===== src/rtl/cnn_pkg.sv =====
// Constants shared across the CNN datapath and the flatten-stage state encoding.
package cnn_pkg;

    localparam int unsigned CH       = 32;
    localparam int unsigned POS      = 49;
    localparam int unsigned AW       = 11;
    localparam int unsigned FLAT_LEN = CH * POS;

    typedef enum logic [1:0] {
        ST_IDLE,
        ST_FILL,
        ST_DRAIN,
        ST_DONE
    } flat_state_e;

endpackage


===== src/rtl/flat_addr_gen.sv =====
// Channel-major flat address generator: addr = ch*POS + pos, built from a running base.
module flat_addr_gen #(
    parameter int unsigned CH  = cnn_pkg::CH,
    parameter int unsigned POS = cnn_pkg::POS,
    parameter int unsigned AW  = cnn_pkg::AW
) (
    input  logic          clk_i,
    input  logic          rst_ni,
    input  logic          clr_i,
    input  logic          adv_i,
    output logic [AW-1:0] addr_o,
    output logic          last_o
);

    localparam int unsigned CW = (CH > 1) ? $clog2(CH) : 1;
    localparam int unsigned PW = (POS > 1) ? $clog2(POS) : 1;

    logic [CW-1:0] ch_q, ch_d;
    logic [PW-1:0] pos_q, pos_d;
    logic [AW-1:0] base_q, base_d;

    assign last_o = (ch_q == CW'(CH - 1)) && (pos_q == PW'(POS - 1));
    assign addr_o = base_q + AW'(pos_q);

    // Saturates on the final address so a late advance can never wrap the frame.
    always_comb begin
        ch_d   = ch_q;
        pos_d  = pos_q;
        base_d = base_q;
        if (clr_i) begin
            ch_d   = '0;
            pos_d  = '0;
            base_d = '0;
        end else if (adv_i && !last_o) begin
            if (pos_q == PW'(POS - 1)) begin
                pos_d  = '0;
                ch_d   = ch_q + CW'(1);
                base_d = base_q + AW'(POS);
            end else begin
                pos_d = pos_q + PW'(1);
            end
        end
    end

    always_ff @(posedge clk_i or negedge rst_ni) begin
        if (!rst_ni) begin
            ch_q   <= '0;
            pos_q  <= '0;
            base_q <= '0;
        end else begin
            ch_q   <= ch_d;
            pos_q  <= pos_d;
            base_q <= base_d;
        end
    end

endmodule


===== src/rtl/flatten_ctrl.sv =====
// Flatten-stage sequencer: sequences pooled-beat writes, then drains the buffer channel-major.
module flatten_ctrl #(
    parameter int unsigned CH  = cnn_pkg::CH,
    parameter int unsigned POS = cnn_pkg::POS,
    parameter int unsigned AW  = cnn_pkg::AW
) (
    input  logic          clk,
    input  logic          rst,
    input  logic          start,
    input  logic          in_valid,
    output logic          wr_en,
    output logic [5:0]    wr_pos,
    output logic          rd_en,
    output logic [AW-1:0] rd_addr,
    output logic          out_valid,
    output logic          out_last,
    input  logic          out_ready,
    output logic          busy,
    output logic          done
);

    import cnn_pkg::*;

    localparam int unsigned FLAT = CH * POS;
    localparam int unsigned IW   = $clog2(FLAT + 1);

    flat_state_e   state_q, state_d;
    logic [5:0]    fill_pos_q, fill_pos_d;
    logic [IW-1:0] issued_q, issued_d;
    logic          out_valid_q, out_valid_d;
    logic          out_last_q, out_last_d;
    logic          addr_last;
    logic          addr_clr;

    assign addr_clr = (state_q != ST_DRAIN);

    flat_addr_gen #(
        .CH  (CH),
        .POS (POS),
        .AW  (AW)
    ) u_addr_gen (
        .clk_i  (clk),
        .rst_ni (rst),
        .clr_i  (addr_clr),
        .adv_i  (rd_en),
        .addr_o (rd_addr),
        .last_o (addr_last)
    );

    always_comb begin
        state_d     = state_q;
        fill_pos_d  = fill_pos_q;
        issued_d    = issued_q;
        out_valid_d = out_valid_q;
        out_last_d  = out_last_q;

        wr_en = (state_q == ST_FILL) && in_valid;
        rd_en = (state_q == ST_DRAIN) && (issued_q < IW'(FLAT)) && (!out_valid_q || out_ready);

        // Output register mirrors the one-cycle buffer read: load on read, drop on accept.
        if (rd_en) begin
            out_valid_d = 1'b1;
            out_last_d  = addr_last;
            issued_d    = issued_q + IW'(1);
        end else if (out_ready) begin
            out_valid_d = 1'b0;
            out_last_d  = 1'b0;
        end

        unique case (state_q)
            ST_IDLE: begin
                if (start) begin
                    state_d    = ST_FILL;
                    fill_pos_d = '0;
                    issued_d   = '0;
                end
            end
            ST_FILL: begin
                if (in_valid) begin
                    if (fill_pos_q == 6'(POS - 1)) begin
                        fill_pos_d = '0;
                        state_d    = ST_DRAIN;
                    end else begin
                        fill_pos_d = fill_pos_q + 6'd1;
                    end
                end
            end
            ST_DRAIN: begin
                if (out_valid_q && out_ready && out_last_q) begin
                    state_d = ST_DONE;
                end
            end
            ST_DONE: begin
                state_d  = ST_IDLE;
                issued_d = '0;
            end
            default: state_d = ST_IDLE;
        endcase
    end

    always_ff @(posedge clk or negedge rst) begin
        if (!rst) begin
            state_q     <= ST_IDLE;
            fill_pos_q  <= '0;
            issued_q    <= '0;
            out_valid_q <= 1'b0;
            out_last_q  <= 1'b0;
        end else begin
            state_q     <= state_d;
            fill_pos_q  <= fill_pos_d;
            issued_q    <= issued_d;
            out_valid_q <= out_valid_d;
            out_last_q  <= out_last_d;
        end
    end

    assign wr_pos    = fill_pos_q;
    assign out_valid = out_valid_q;
    assign out_last  = out_last_q;
    assign busy      = (state_q != ST_IDLE);
    assign done      = (state_q == ST_DONE);

endmodule


===== config.mk =====
export PLATFORM = sky130hd
export DESIGN_NAME = flatten_ctrl
export DESIGN_NICKNAME = d
export VERILOG_FILES = /design/src/rtl/cnn_pkg.sv /design/src/rtl/flat_addr_gen.sv /design/src/rtl/flatten_ctrl.sv
export SDC_FILE = /design/constraint.sdc
export NUM_CORES = 1
export LEC_CHECK = 0
export ABC_AREA = 1
export CAP_MARGIN = 20
export CORE_ASPECT_RATIO = 1.2
export CORE_MARGIN = 2
export CORE_UTILIZATION = 27
export CTS_CLUSTER_DIAMETER = 40
export DETAILED_ROUTE_END_ITERATION = 8
export PLACE_DENSITY = 0.44
export SLEW_MARGIN = 20
export SYNTH_ARGS = -nofsm -noshare
export SYNTH_HDL_FRONTEND = slang
export SYNTH_SLANG_ARGS = --single-unit
export TNS_END_PERCENT = 1

===== constraint.sdc =====
create_clock -name clk -period 1.7 [get_ports clk]
set_clock_uncertainty 0.05 [all_clocks]
set_input_delay 0.17 -clock clk [delete_from_list [all_inputs] [get_ports clk]]
set_output_delay 0.17 -clock clk [all_outputs]
set_load 0.01 [all_outputs]

## Yosys cells after proc, flatten, opt, wreduce, memory -nomap -nowiden

Cells that the tools add are included.

- Bits of input ports: 5
- Register bits after elaboration: 43
- Output and inout bits: 23

- $lt $le $gt $ge: 1
- Muxes and demuxes: 24
- Eq/ne operators: 11
- Add/sub/neg operators: 6
- Reductions and logical operators: 19

Operators with widths:

| cell | number |
|---|---|
| $mux 11 | 5 |
| $mux 6 | 6 |
| $pmux 11 s2 | 1 |
| $mux 5 | 3 |
| $add 6x1->6 const B | 2 |
| $eq 6x6->1 const B | 2 |
| $pmux 6 s2 | 1 |
| $add 11x1->11 const B | 1 |
| $add 11x6->11 | 1 |
| $add 11x6->11 const B | 1 |
| $lt 11x11->1 const B | 1 |
| $reduce_bool 2->1 | 5 |
| $mux 2 | 4 |
| $pmux 2 s4 | 1 |
| $logic_and 1x1->1 | 7 |
| $ne 2x2->1 const B | 3 |
| $add 5x1->5 const B | 1 |
| $eq 5x5->1 const B | 1 |
| $eq 2x2->1 const B | 2 |
| $ne 2x1->1 const B | 2 |
| $reduce_and 4->1 | 1 |
| $mux 1 | 3 |
| $reduce_and 3->1 | 1 |
| $eq 2x1->1 const B | 1 |
| 4 further kinds | 5 |

## Logic depth before layout (Yosys ltp)

- Word-level depth: 6
- Depth in mapped cells: 11
- Depth with buffers taken out: 11

## Hierarchy

From an unflattened synthesis, not the netlist that was laid out.

- Cells, all modules: 408
- Area total of the unflattened synthesis: 3005.4 sq um

Modules (own cells, without submodules):

| module | instances | cells each | sequential area each (sq um) | area an instance (sq um) |
|---|---|---|---|---|
| flat_addr_gen | 1 | 231 | 550.5 | 1689.1 |
| flatten_ctrl | 1 | 177 | 525.5 | 1316.3 |

## Worst setup path after synthesis

No wires, ideal clock.

- Kind: flip-flop to output port
- From: register u_addr_gen.base_q[0]
- To: output port rd_addr[6]
- Stages on the path, launching flop included: 10
- Data arrival time: 1696 ps
- Setup slack: -216 ps
- Data required time: 1480 ps
- Cells stage by stage: dfrtp_1 -> ha_1 -> fa_1 -> nand3_1 -> nand3_1 -> nand2_1 -> nand2_1 -> nand2_1 -> nand2_1 -> xor2_1

- Word-level cells in the longest chain between the ends: 1

RTL lines:

| what | RTL line | RTL |
|---|---|---|
| start: declaration | flat_addr_gen.sv:20 | `logic [AW-1:0] base_q, base_d;` |
| start signal: assignment | flat_addr_gen.sv:53 | `base_q <= base_d;` |
| $add 11x6->11 | flat_addr_gen.sv:23 | `assign addr_o = base_q + AW'(pos_q);` |
| end: declaration | flatten_ctrl.sv:14 | `output logic [AW-1:0] rd_addr,` |

No other way between the ends.

## Worst setup path after layout

- From: register u_addr_gen.pos_q[0]
- To: output port rd_addr[10]

- Word-level cells in the longest chain between the ends: 1

RTL lines:

| what | RTL line | RTL |
|---|---|---|
| start: declaration | flat_addr_gen.sv:19 | `logic [PW-1:0] pos_q, pos_d;` |
| start signal: assignment | flat_addr_gen.sv:52 | `pos_q <= pos_d;` |
| $add 11x6->11 | flat_addr_gen.sv:23 |  |

No other way between the ends.

==> results by group <==
Run status
  • Run status: finished with violations
  • Failing checks: negative setup slack

Place
  • PortBufs: 27
  • Half-perimeter wire length after placement: roughly 5.3 mm
  • Dpl cells: 596
  • Final GP Congestion: 0.7556
  • Post-DP Area: 3836 sq um

Global route
  • Pin count of the biggest net entering global routing: 44
  • Total gr overflow: 0
  • GRT Total Usage: between 10% and 20%
  • Vias in the first global route: 2792
  • First-pass GRT wire length: 12.69 mm
  • Initial antenna violation count: 0

Cells and area
  • Layout cells sized above 1: 28.24%
  • Most common cell after layout, fill and taps aside: nand2_1
  • Most frequent cells in the layout: nand2_1 (103), buf_4 (56), inv_1 (45)
  • Final Non-Filler Cells: 607
  • Layout Nets: around 500
  • Ant diodes: 0
  • P&R area growth vs syn: 39.33%
  • Post-route cell area: 4109 sq um

Timing
  • Max Slew Vio Count: 0
  • Sum of negative setup slack: -3.517 ns
  • Slew @ Worst Pin: 0.3084 ns
  • Fmax: 472.0 MHz
  • Minimum clock period: ~2.1 ns
  • Max transition margin: 79.42%
  • Worst Setup Slack, final: -0.4186 ns
  • Final period util: 124.6%
  • Final setup violation count: 29
  • Final Hold Viols: 0
  • Unrepaired setup endpoints after global routing: true

Worst setup path
  • Crit. Startpoint: u_addr_gen.pos_q[0]$_DFFE_PN0P_
  • FF-to-FF path depth: 13
  • WP data required: 1.48 ns
  • Reg-to-reg endpoint: u_addr_gen.base_q[0]$_DFFE_PN0P_
  • Setup crit start kind: flop
  • WP data arrival: 1.90 ns
  • Setup crit end: rd_addr[10]
  • R2r setup slk: -0.09 ns
  • CP Class: reg2out
  • Largest fanout on the critical path: 3
  • Crit. End Element: output port
  • RR Startpoint: u_addr_gen.pos_q[0]$_DFFE_PN0P_

Power and ir drop
  • Peak supply drop: about 0.00062 V
  • Switching fraction of total power: 38.79%
  • Comb pwr share: 50.2%
  • Flop pwr share: a little over a quarter
  • Cell leakage power: approximately 2.1 nW
  • Internal power: about 3 mW
  • Power Density: 1189 nW/um^2
  • Clock group share of total power: 23.4%
  • P_sw: ~1.9 mW

Yosys
  • Syn_nets: 412
  • Flops & latches, synth: 43
  • Yosys cell types: 35
  • Top-area cell type share of the netlist area: about 36%
  • Cells after synthesis: approximately 390
  • Top cells by area, synth: dfrtp_1 (36%), nand2_1 (14%), ha_1 (7.6%)
  • Post-synth ARST share: 100.0%
  • Ys Warns: 0
  • Mapped Area: 2949 sq um
  • Post-synth EDFFs: 0
  • Seq/Total Area, Yosys: 36.49%
  • Area leader, netlist: dfrtp_1
  • Top_reg_cell synth: dfrtp_1
  • Mapped Avg Cell Area: 7.601 sq um

Clock network
  • CTS tree: yes
  • CTS HTree Levels: 2
  • Clk_lat worst skew: 0.28 ns
  • CTS Buffer Depth: 2
  • Clock root cell: clkbuf_16
  • Reg clk slew, reported paths: 0.06 ns
  • Number of clock sinks: 43
  • CTS buffer count: 5

Routing
  • DRT Wirelength: 6.932 mm
  • DR WL/cell: 11.42 microns
  • Antenna Violating Nets Remaining: 0
  • Pre-antenna DRT Iters: 4
  • Vias: 2689
  • Vias per inst: 4.430
  • Drt initial violations: 68
  • # DRC: 0

Run
  • Max Cap Violations: 0

Die
  • Die ar.: between 10000 and 15000 sq um
  • Starting Density: 27.91%
  • Die Width: between 90 and 100 microns
  • Top Ports: 28
  • Rows: 41
  • Die Span Y: between 100 and 150 microns
  • Core area: 10570 sq um

Min path
  • Hold Crit Class: in2async
[state kept, by name, indices dropped and copies added, names as in the netlist]
name and cells:
issued_q 11, u_addr_gen.base_q 11, u_addr_gen.pos_q 6, wr_pos 6
u_addr_gen.ch_q 5, state_q 2, out_last 1, out_valid 1
[what timing repair did]
item,4_1_cts,5_1_grt
endpoints found under the hold margin,43,0
pin swaps,8,8
hold buffers,1,0
resized for setup,62,17
endpoints found under the setup margin,40,41
setup buffers,1,1
[layout make-up]
class | count | area, sq um
timing repair buffer | 89 | 735.7
multi-input combinational | 291 | 1783
clock buffer | 6 | 138.9
tap | 129 | 161.4
inverter | 47 | 178.9
sequential | 43 | 1076
clock inverter | 2 | 35.03
fill | 1109 | 6459
[worst max-delay path: stages (launching register included)]
cell	delay, ns
dfrtp_1	0.38
ha_2	0.20
fa_2	0.35
nand3_2	0.09
nand3_2	0.08
nand2_1	0.07
nand2_1	0.04
nand2_1	0.06
nand2_2	0.08
nand2_1	0.06
nand2_1	0.05
nand2_2	0.06
buf_6	0.09
[cells in the mapped netlist (2+ instances only)]
| master | instances |
|---|---|
| nand2_1 | 108 |
| inv_1 | 47 |
| dfrtp_1 | 43 |
| nor2_1 | 37 |
| nand3_1 | 25 |
| ha_1 | 18 |
| o21ai_0 | 18 |
| xor2_1 | 17 |
| a21oi_1 | 14 |
| nand2_2 | 14 |
| nand4_1 | 14 |
| nor3_1 | 3 |
| and3_1 | 2 |
| buf_2 | 2 |
| buf_4 | 2 |
| nand2_4 | 2 |
| nor2_2 | 2 |
| nor3_2 | 2 |
| xnor2_1 | 2 |
[how the worst min path moves through the flow]
stage          start                               to  slack (ns)
4_1_cts          rst  u_addr_gen.pos_q[1]$_DFFE_PN0P_        0.38
6_report         rst  u_addr_gen.pos_q[1]$_DFFE_PN0P_        0.35
2_1_floorplan    rst            issued_q[0]$_DFF_PN0_       -0.18
3_5_place_dp     rst  u_addr_gen.pos_q[1]$_DFFE_PN0P_        0.13
3_3_place_gp     rst  u_addr_gen.pos_q[1]$_DFFE_PN0P_        0.13
5_1_grt          rst  u_addr_gen.pos_q[1]$_DFFE_PN0P_        0.39
[logic make-up (layout without fill, tap and decap cells)]
family                     Yosys count  in the layout  synth area share (%)
and+or+nand+nor                    216            216                 34.83
DFF                                 43             43                 36.49
AOI/OAI and AO/OA                   37             37                 6.958
xor gates and xnor gates            19             19                 5.643
buffers and inverters               54            144                 7.764
adders and majority gates           19             19                 8.316
[metrics by stage]
| step | setup WS, ns | hold slack [ns] | utilization, % | total power, mW |
|---|---|---|---|---|
| 6_report | -0.4186 | 0.3502 | 38.88 | 4.887 |
| 5_1_grt | -0.5703 | 0.3903 | 38.88 | 5.290 |
| 4_1_cts | -0.4797 | 0.3764 | 38.31 | 4.895 |
| 3_5_place_dp | -0.5497 | 0.1279 | 36.30 | 3.711 |
| 3_3_place_gp | -0.5358 | 0.1309 | 36.30 | 3.704 |
| 2_1_floorplan | -0.04813 | -0.1756 | - | 2.657 |
[per-layer routing]
layer | wire length, microns | vias up | GRT usage, % | part of all wire [%]
li1 | - | 1422 | - | -
met1 | 3092 | 1227 | 16.37 | 45
met2 | 3590 | 38 | 22.80 | 52
met3 | 211 | 2 | 1.892 | 3.0
met4 | 38 | 0 | 3.596 | 0.55
met5 | 0 | - | 0 | 0
[power by group through the flow]
| stage | clock, mW | combinational, mW | sequential, mW |
|---|---|---|---|
| CTS | 1.18 | 2.43 | 1.29 |
| global placement | 0 | 2.41 | 1.30 |
| floorplan | 0 | 1.34 | 1.31 |
| global route | 1.22 | 2.76 | 1.31 |
| detailed placement | 0 | 2.41 | 1.30 |
| finish | 1.14 | 2.46 | 1.29 |
(Power assumes the default switching activity.)
